**src/rtl/common_pkg.sv**
```systemverilog
/*------------------------------------------------------------------------------
 * Module   : common_pkg
 * Brief    : Shared types and constants for common_* blocks (arbiter state,
 *            boolean flag type, arbiter size limit).
 * Revision : 1.0 - initial release with round-robin arbiter support
 *----------------------------------------------------------------------------*/
`default_nettype none

package common_pkg;

    typedef logic bool_t;
    localparam bool_t TRUE  = 1'b1;
    localparam bool_t FALSE = 1'b0;

    localparam int ARB_MAX_N = 16;

    typedef enum bit {
        ARB_IDLE,
        ARB_OWNED
    } arb_state_e;

endpackage : common_pkg

`default_nettype wire

```
**src/rtl/common_rr_arbiter_if.sv**
```systemverilog
/*------------------------------------------------------------------------------
 * Module   : common_rr_arbiter_if
 * Brief    : Request/release/grant bundle between requesters and the arbiter.
 * Revision : 1.0 - initial release
 *----------------------------------------------------------------------------*/
`default_nettype none

interface common_rr_arbiter_if #(
    parameter int N   = 4,
    parameter int IDW = $clog2(N)
);
    logic [N-1:0]   req;
    logic [N-1:0]   rel;
    logic [N-1:0]   gnt;
    logic [IDW-1:0] gnt_id;
    logic           busy;
    logic           timeout_err;

    modport master (
        output req, rel,
        input  gnt, gnt_id, busy, timeout_err
    );

    modport slave (
        input  req, rel,
        output gnt, gnt_id, busy, timeout_err
    );
endinterface : common_rr_arbiter_if

`default_nettype wire

```
**src/rtl/common_rr_picker.sv**
```systemverilog
/*------------------------------------------------------------------------------
 * Module   : common_rr_picker
 * Brief    : Combinational round-robin pick: first set request bit searching
 *            upward from (ptr+1) mod N, wrapping.
 * Revision : 1.0 - initial release
 *----------------------------------------------------------------------------*/
`default_nettype none

module common_rr_picker
    import common_pkg::*;
#(
    parameter int N   = 4,
    parameter int IDW = $clog2(N)
) (
    input  wire logic [N-1:0]   req,
    input  wire logic [IDW-1:0] ptr,
    output logic      [IDW-1:0] winner,
    output bool_t               found
);

    always_comb begin
        winner = '0;
        found  = FALSE;
        for (int i = 0; i < N; i++) begin
            if (!found && req[(int'(ptr) + 1 + i) % N]) begin
                winner = IDW'((int'(ptr) + 1 + i) % N);
                found  = TRUE;
            end
        end
    end

endmodule : common_rr_picker

`default_nettype wire

```
**src/rtl/common_rr_arbiter.sv**
```systemverilog
/*------------------------------------------------------------------------------
 * Module   : common_rr_arbiter
 * Brief    : Round-robin lock arbiter; a requester keeps the grant until it
 *            releases. Optional forced revoke via COMMON_ARB_TIMEOUT_EN.
 * Revision : 1.0 - initial release
 *----------------------------------------------------------------------------*/
`default_nettype none

module common_rr_arbiter
    import common_pkg::*;
#(
    parameter int N        = 4,
    parameter int IDW      = $clog2(N),
    parameter int MAX_HOLD = 64
) (
    input  wire logic          clk,
    input  wire logic          rst_n,
    common_rr_arbiter_if.slave bus
);

    if (N < 2 || N > ARB_MAX_N) begin : g_bad_n
        $error("common_rr_arbiter: N out of range");
    end
    if (MAX_HOLD < 2) begin : g_bad_max_hold
        $error("common_rr_arbiter: MAX_HOLD must be >= 2");
    end

    arb_state_e     r_state, w_state_nxt;
    logic [IDW-1:0] r_ptr, w_ptr_nxt;
    logic [N-1:0]   r_gnt, w_gnt_nxt;
    logic [IDW-1:0] r_gnt_id, w_gnt_id_nxt;
    bool_t          r_terr, w_terr_nxt;
    logic [IDW-1:0] w_winner;
    bool_t          w_found;
    bool_t          w_owner_done;
    bool_t          w_expire;

    common_rr_picker #(.N(N), .IDW(IDW)) u_picker (
        .req    (bus.req),
        .ptr    (r_ptr),
        .winner (w_winner),
        .found  (w_found)
    );

    // A dropped request from the owner is treated the same as an explicit release.
    assign w_owner_done = bus.rel[r_gnt_id] | ~bus.req[r_gnt_id];

`ifdef COMMON_ARB_TIMEOUT_EN
    localparam int CW = $clog2(MAX_HOLD);

    logic [CW-1:0] r_hold, w_hold_nxt;

    // Counts owned cycles minus one; reaching MAX_HOLD-1 means MAX_HOLD cycles held.
    assign w_hold_nxt = (r_state == ARB_IDLE) ? '0 : r_hold + 1'b1;
    assign w_expire   = (r_state == ARB_OWNED) && (r_hold == CW'(MAX_HOLD - 1));

    always_ff @(posedge clk or negedge rst_n) begin
        if (!rst_n) begin
            r_hold <= '0;
        end else begin
            r_hold <= w_hold_nxt;
        end
    end
`else
    assign w_expire = FALSE;
`endif

    always_comb begin
        w_state_nxt  = r_state;
        w_ptr_nxt    = r_ptr;
        w_gnt_nxt    = r_gnt;
        w_gnt_id_nxt = r_gnt_id;
        w_terr_nxt   = FALSE;
        case (r_state)
            ARB_IDLE: begin
                if (w_found) begin
                    w_state_nxt  = ARB_OWNED;
                    w_gnt_nxt    = N'(1) << w_winner;
                    w_gnt_id_nxt = w_winner;
                    w_ptr_nxt    = w_winner;
                end
            end
            ARB_OWNED: begin
                if (w_owner_done) begin
                    w_state_nxt = ARB_IDLE;
                    w_gnt_nxt   = '0;
                end else if (w_expire) begin
                    w_state_nxt = ARB_IDLE;
                    w_gnt_nxt   = '0;
                    w_terr_nxt  = TRUE;
                end
            end
            default: begin
                w_state_nxt = ARB_IDLE;
                w_gnt_nxt   = '0;
            end
        endcase
    end

    always_ff @(posedge clk or negedge rst_n) begin
        if (!rst_n) begin
            r_state  <= ARB_IDLE;
            r_ptr    <= IDW'(N - 1);
            r_gnt    <= '0;
            r_gnt_id <= '0;
            r_terr   <= FALSE;
        end else begin
            r_state  <= w_state_nxt;
            r_ptr    <= w_ptr_nxt;
            r_gnt    <= w_gnt_nxt;
            r_gnt_id <= w_gnt_id_nxt;
            r_terr   <= w_terr_nxt;
        end
    end

    assign bus.gnt         = r_gnt;
    assign bus.gnt_id      = r_gnt_id;
    assign bus.busy        = |r_gnt;
    assign bus.timeout_err = r_terr;

endmodule : common_rr_arbiter

`default_nettype wire

```
**src/flat_wrapper.sv**
```systemverilog
// flat-port wrapper written by rule: the top's interface ports become plain ports
module common_rr_arbiter_flat import common_pkg::*;
#(
    parameter int N        = 4,
    parameter int IDW      = $clog2(N),
    parameter int MAX_HOLD = 64
)
  (clk, rst_n, bus_req, bus_rel, bus_gnt, bus_gnt_id, bus_busy, bus_timeout_err);
  common_rr_arbiter_if #(.N(N), .IDW(IDW)) bus_i ();
  input  wire logic clk;
  input  wire logic rst_n;
  input wire logic [$bits(bus_i.req)-1:0] bus_req;
  input wire logic [$bits(bus_i.rel)-1:0] bus_rel;
  output wire logic [$bits(bus_i.gnt)-1:0] bus_gnt;
  output wire logic [$bits(bus_i.gnt_id)-1:0] bus_gnt_id;
  output wire logic [$bits(bus_i.busy)-1:0] bus_busy;
  output wire logic [$bits(bus_i.timeout_err)-1:0] bus_timeout_err;
  assign bus_i.req = bus_req;
  assign bus_i.rel = bus_rel;
  assign bus_gnt = bus_i.gnt;
  assign bus_gnt_id = bus_i.gnt_id;
  assign bus_busy = bus_i.busy;
  assign bus_timeout_err = bus_i.timeout_err;
  common_rr_arbiter #(.N(N), .IDW(IDW), .MAX_HOLD(MAX_HOLD)) u_core (.clk(clk), .rst_n(rst_n), .bus(bus_i));
endmodule
```
**config.mk**
```make
export PLATFORM = sky130hd
export DESIGN_NAME = common_rr_arbiter_flat
export DESIGN_NICKNAME = d
export VERILOG_FILES = /design/src/rtl/common_pkg.sv /design/src/rtl/common_rr_arbiter_if.sv /design/src/rtl/common_rr_picker.sv /design/src/rtl/common_rr_arbiter.sv /design/src/flat_wrapper.sv
export SDC_FILE = /design/constraint.sdc
export NUM_CORES = 1
export LEC_CHECK = 0
export CAP_MARGIN = 30
export CORE_AREA = 2 2 39 41
export DETAILED_ROUTE_END_ITERATION = 12
export DIE_AREA = 0 0 41 43
export GPL_TIMING_DRIVEN = 0
export PLACE_DENSITY = 0.81
export SLEW_MARGIN = 0
export SYNTH_ARGS = -nofsm -noshare
export SYNTH_HDL_FRONTEND = slang
export SYNTH_SLANG_ARGS = --single-unit
```
**constraint.sdc**
```tcl
create_clock -name clk -period 1.5 [get_ports clk]
set_input_delay 0.15 -clock clk [delete_from_list [all_inputs] [get_ports clk]]
set_output_delay 0.15 -clock clk [all_outputs]
set_load 0.02 [all_outputs]
```
==> key figures <==
Clock tree
  • H-tree depth: 1
  • Worst skew pair latency: 0.26 ns
  • # hold bufs at CTS: 0
  • Root buf cell: clkbuf_4
  • TritonCTS Sinks: 9
  • Worst-path clk slew: 0.06 ns
  • Clock buffer depth: 2
  • CTS tree: built
  • Inserted Clock Buffers: 3

Global routing
  • Largest net degree at the start of global routing: 10
  • Antenna violations before repair: 0
  • First-pass GRT wire length: 1.73 mm
  • Vias in the first global route: 369
  • GRT overflow: 0
  • Gr usage total: 15.1%

Logic synthesis
  • XOR/XNOR Fraction of Synth Area: 0%
  • Post-synth top area share: 33.4%
  • Post-synth top flop: dfrtp_1
  • Synth area leaders: dfrtp_1, dfstp_2, mux2_2, nor4_4, a32o_1
  • Post-Synthesis Cells: 45
  • Post-synthesis cell type count: 31
  • Syn_nets: 55
  • Post-synthesis mux area share: 8.11%
  • Synth Cell Area: 524 um^2
  • Post-synth EDFFs: 0
  • Largest family of logic cells by synthesized area: simple AND/OR/NAND/NOR gates
  • Synth Area per Inst: 11.7 um^2
  • Synth Area in Compound Gates: 18.6%
  • Simple-gate share of the synthesized area: 27.0%
  • Post-synthesis register bit count: 9
  • Post-synthesis adder-cell area fraction: 0%
  • Ys async rst share: 100%
  • Syn. warnings: 0
  • Seq/Total Area, Yosys: 43.4%
  • Leading area contributor after synthesis: dfrtp_1

STA
  • Period utilization: 99.0%
  • Fin. max-slew vios: 0
  • Min Tclk post-route: 1.49 ns
  • Setup Viol. Count Final: 0
  • Final hold vios: 0
  • Worst setup slack after layout: 0.0148 ns
  • Clock skew: 0.00538 ns
  • Max Freq: 0.673 GHz
  • RSZ-0062 raised after global routing: true

Worst setup path
  • Top Family by Delay on Critical Path: simple AND/OR/NAND/NOR gates
  • Crit-path max FO: 3
  • Crit path DAT: 1.34 ns
  • Max incr delay on CP: 0.53 ns
  • Critical Path End: bus_busy
  • Worst Reg2Reg Path Length in Cells: 4
  • CP Launch Point: u_core.bus.gnt[3]
  • Slowest cell on crit path: or4_4
  • Worst reg-to-reg setup slack: 0.08 ns
  • Levels on crit path: 2
  • Setup crit end kind: output pin
  • Critical Path, Cell by Cell: or4_4, buf_6
  • Critical path class: reg -> out
  • CP Buf/Inv Count: 1
  • FF-to-FF Start: u_core.bus.gnt_id[0]
  • CP required: 1.35 ns
  • Reg2reg end: u_core.bus.gnt[3]
  • Crit start category: flip-flop

Floorplan
  • Starting Density: 37.9%
  • Row cnt: 14
  • Boundary pin count: 18
  • DIE AREA: 1760 um^2
  • Die W: 41 um
  • Die height: 43 um
  • Core box area: 1380 um^2

Layout
  • Most frequent cells in the layout: clkdlybuf4s50_1, dfrtp_1, o21ai_0, buf_4, clkbuf_4
  • Nets: 78
  • Layout cells sized above 1: 32.8%
  • Commonest non-fill, non-tap cell in the layout: clkdlybuf4s50_1
  • Non-Filler Instances: 83
  • Synth-to-layout area growth: 47.0%
  • Diodes inserted: 0

Run
  • Maxcap violations: 0

Hold path
  • Hold WC Path Type: in -> async

Power and ir drop
  • Power density over cell area: 2040 nW/um^2
  • Worst vdd ir: 1.37 mV
  • Power consumption: 1.57 mW
  • Leak pwr: 0.326 nW

Placement
  • Port buffer count: 16
  • GPL Wtd Cong: 0.720
  • Pre-CTS setup slack: -0.309 ns
  • DP Wirelength: 865 um
  • Placed insts: 77

Run status
  • Outcome: completed

Drt
  • Routed vias: 451
  • Post-DR vias/cell: 5.43
  • Initial DRC count: 4
  • 1st-pass router iterations: 4
  • DRC viols: 0
  • DRT Wirelength: 1.18 mm
  • Routed WL per cell: 14.2 um
  • ANT nets after route: 0
## timing repair
| action | CTS | global route |
|---|---|---|
| pin swaps | 0 | 3 |
| gates resized for setup | 7 | 8 |
| buffers inserted | 0 | 2 |
| endpoints found under the setup margin | 7 | 6 |
## worst min path at each step
stage / cells after the start / slack (ns) / endpoint
3_5_place_dp: 1 / 0.47 / u_core.bus.gnt[3]
2_1_floorplan: 0 / -0.15 / u_core.bus.gnt[0]
3_3_place_gp: 1 / 0.46 / u_core.bus.gnt[3]
4_1_cts: 1 / 0.19 / u_core.bus.gnt[3]
5_1_grt: 1 / 0.22 / u_core.r_state
6_report: 1 / 0.18 / u_core.bus.gnt[3]
## through the flow
| step | util (%) | hold WS [ns] | cell area (um^2) | setup TNS [ns] |
|---|---|---|---|---|
| after global routing | 55.7 | 0.216 | 771 | -0.0144 |
| after CTS | 52.6 | 0.186 | 728 | 0 |
| after detailed placement | 50.9 | 0.469 | 704 | -2.02 |
| final | 55.7 | 0.178 | 771 | 0 |
| after floorplan | - | -0.146 | 524 | 0 |
| after global placement | 50.9 | 0.461 | 704 | -1.45 |
## cell families (layout without fill, tap and decap cells)
group,after synthesis,count (layout)
AOI/OAI and AO/OA,13,13
buffers and inverters,2,24
DFF,9,9
muxes,4,4
other,1,1
and+or+nand+nor,16,16
## registers in the layout (all words and copies together), names as in the netlist
name,flops
u_core.r_ptr,2
u_core.bus.gnt_id,2
u_core.r_state,1
u_core.bus.gnt,4
## per-layer routing
metal	wire length, um	vias up	GRT usage, %
met3	74	2	3.14
met4	25	0	10.0
met1	518	218	20.6
met2	564	14	20.6
met5	0	-	0
li1	-	217	-
## cell type report
cell class,count,area [um^2]
well taps,16,20.0
clock buffers,4,26.3
multi-input cells,34,307
fillers,140,613
repair buffers,18,176
flip-flops and latches,9,230
inverters,1,3.75
plain buffers,1,7.51
## synth_stat cells (2+ instances only)
master / count
a32o_1: 2
dfrtp_1: 7
dfstp_2: 2
mux2_2: 2
mux2i_1: 2
o21a_1: 2
o21ai_0: 3
o2bb2ai_1: 2
## report_power, final
| group | internal, mW | total [mW] | leakage [nW] | switching [mW] |
|---|---|---|---|---|
| clock network | 0.103 | 0.187 | 0.0150 | 0.0844 |
| logic | 0.465 | 0.859 | 0.204 | 0.394 |
| registers | 0.385 | 0.523 | 0.107 | 0.138 |
No activity file was read; power rests on OpenSTA's default activity.
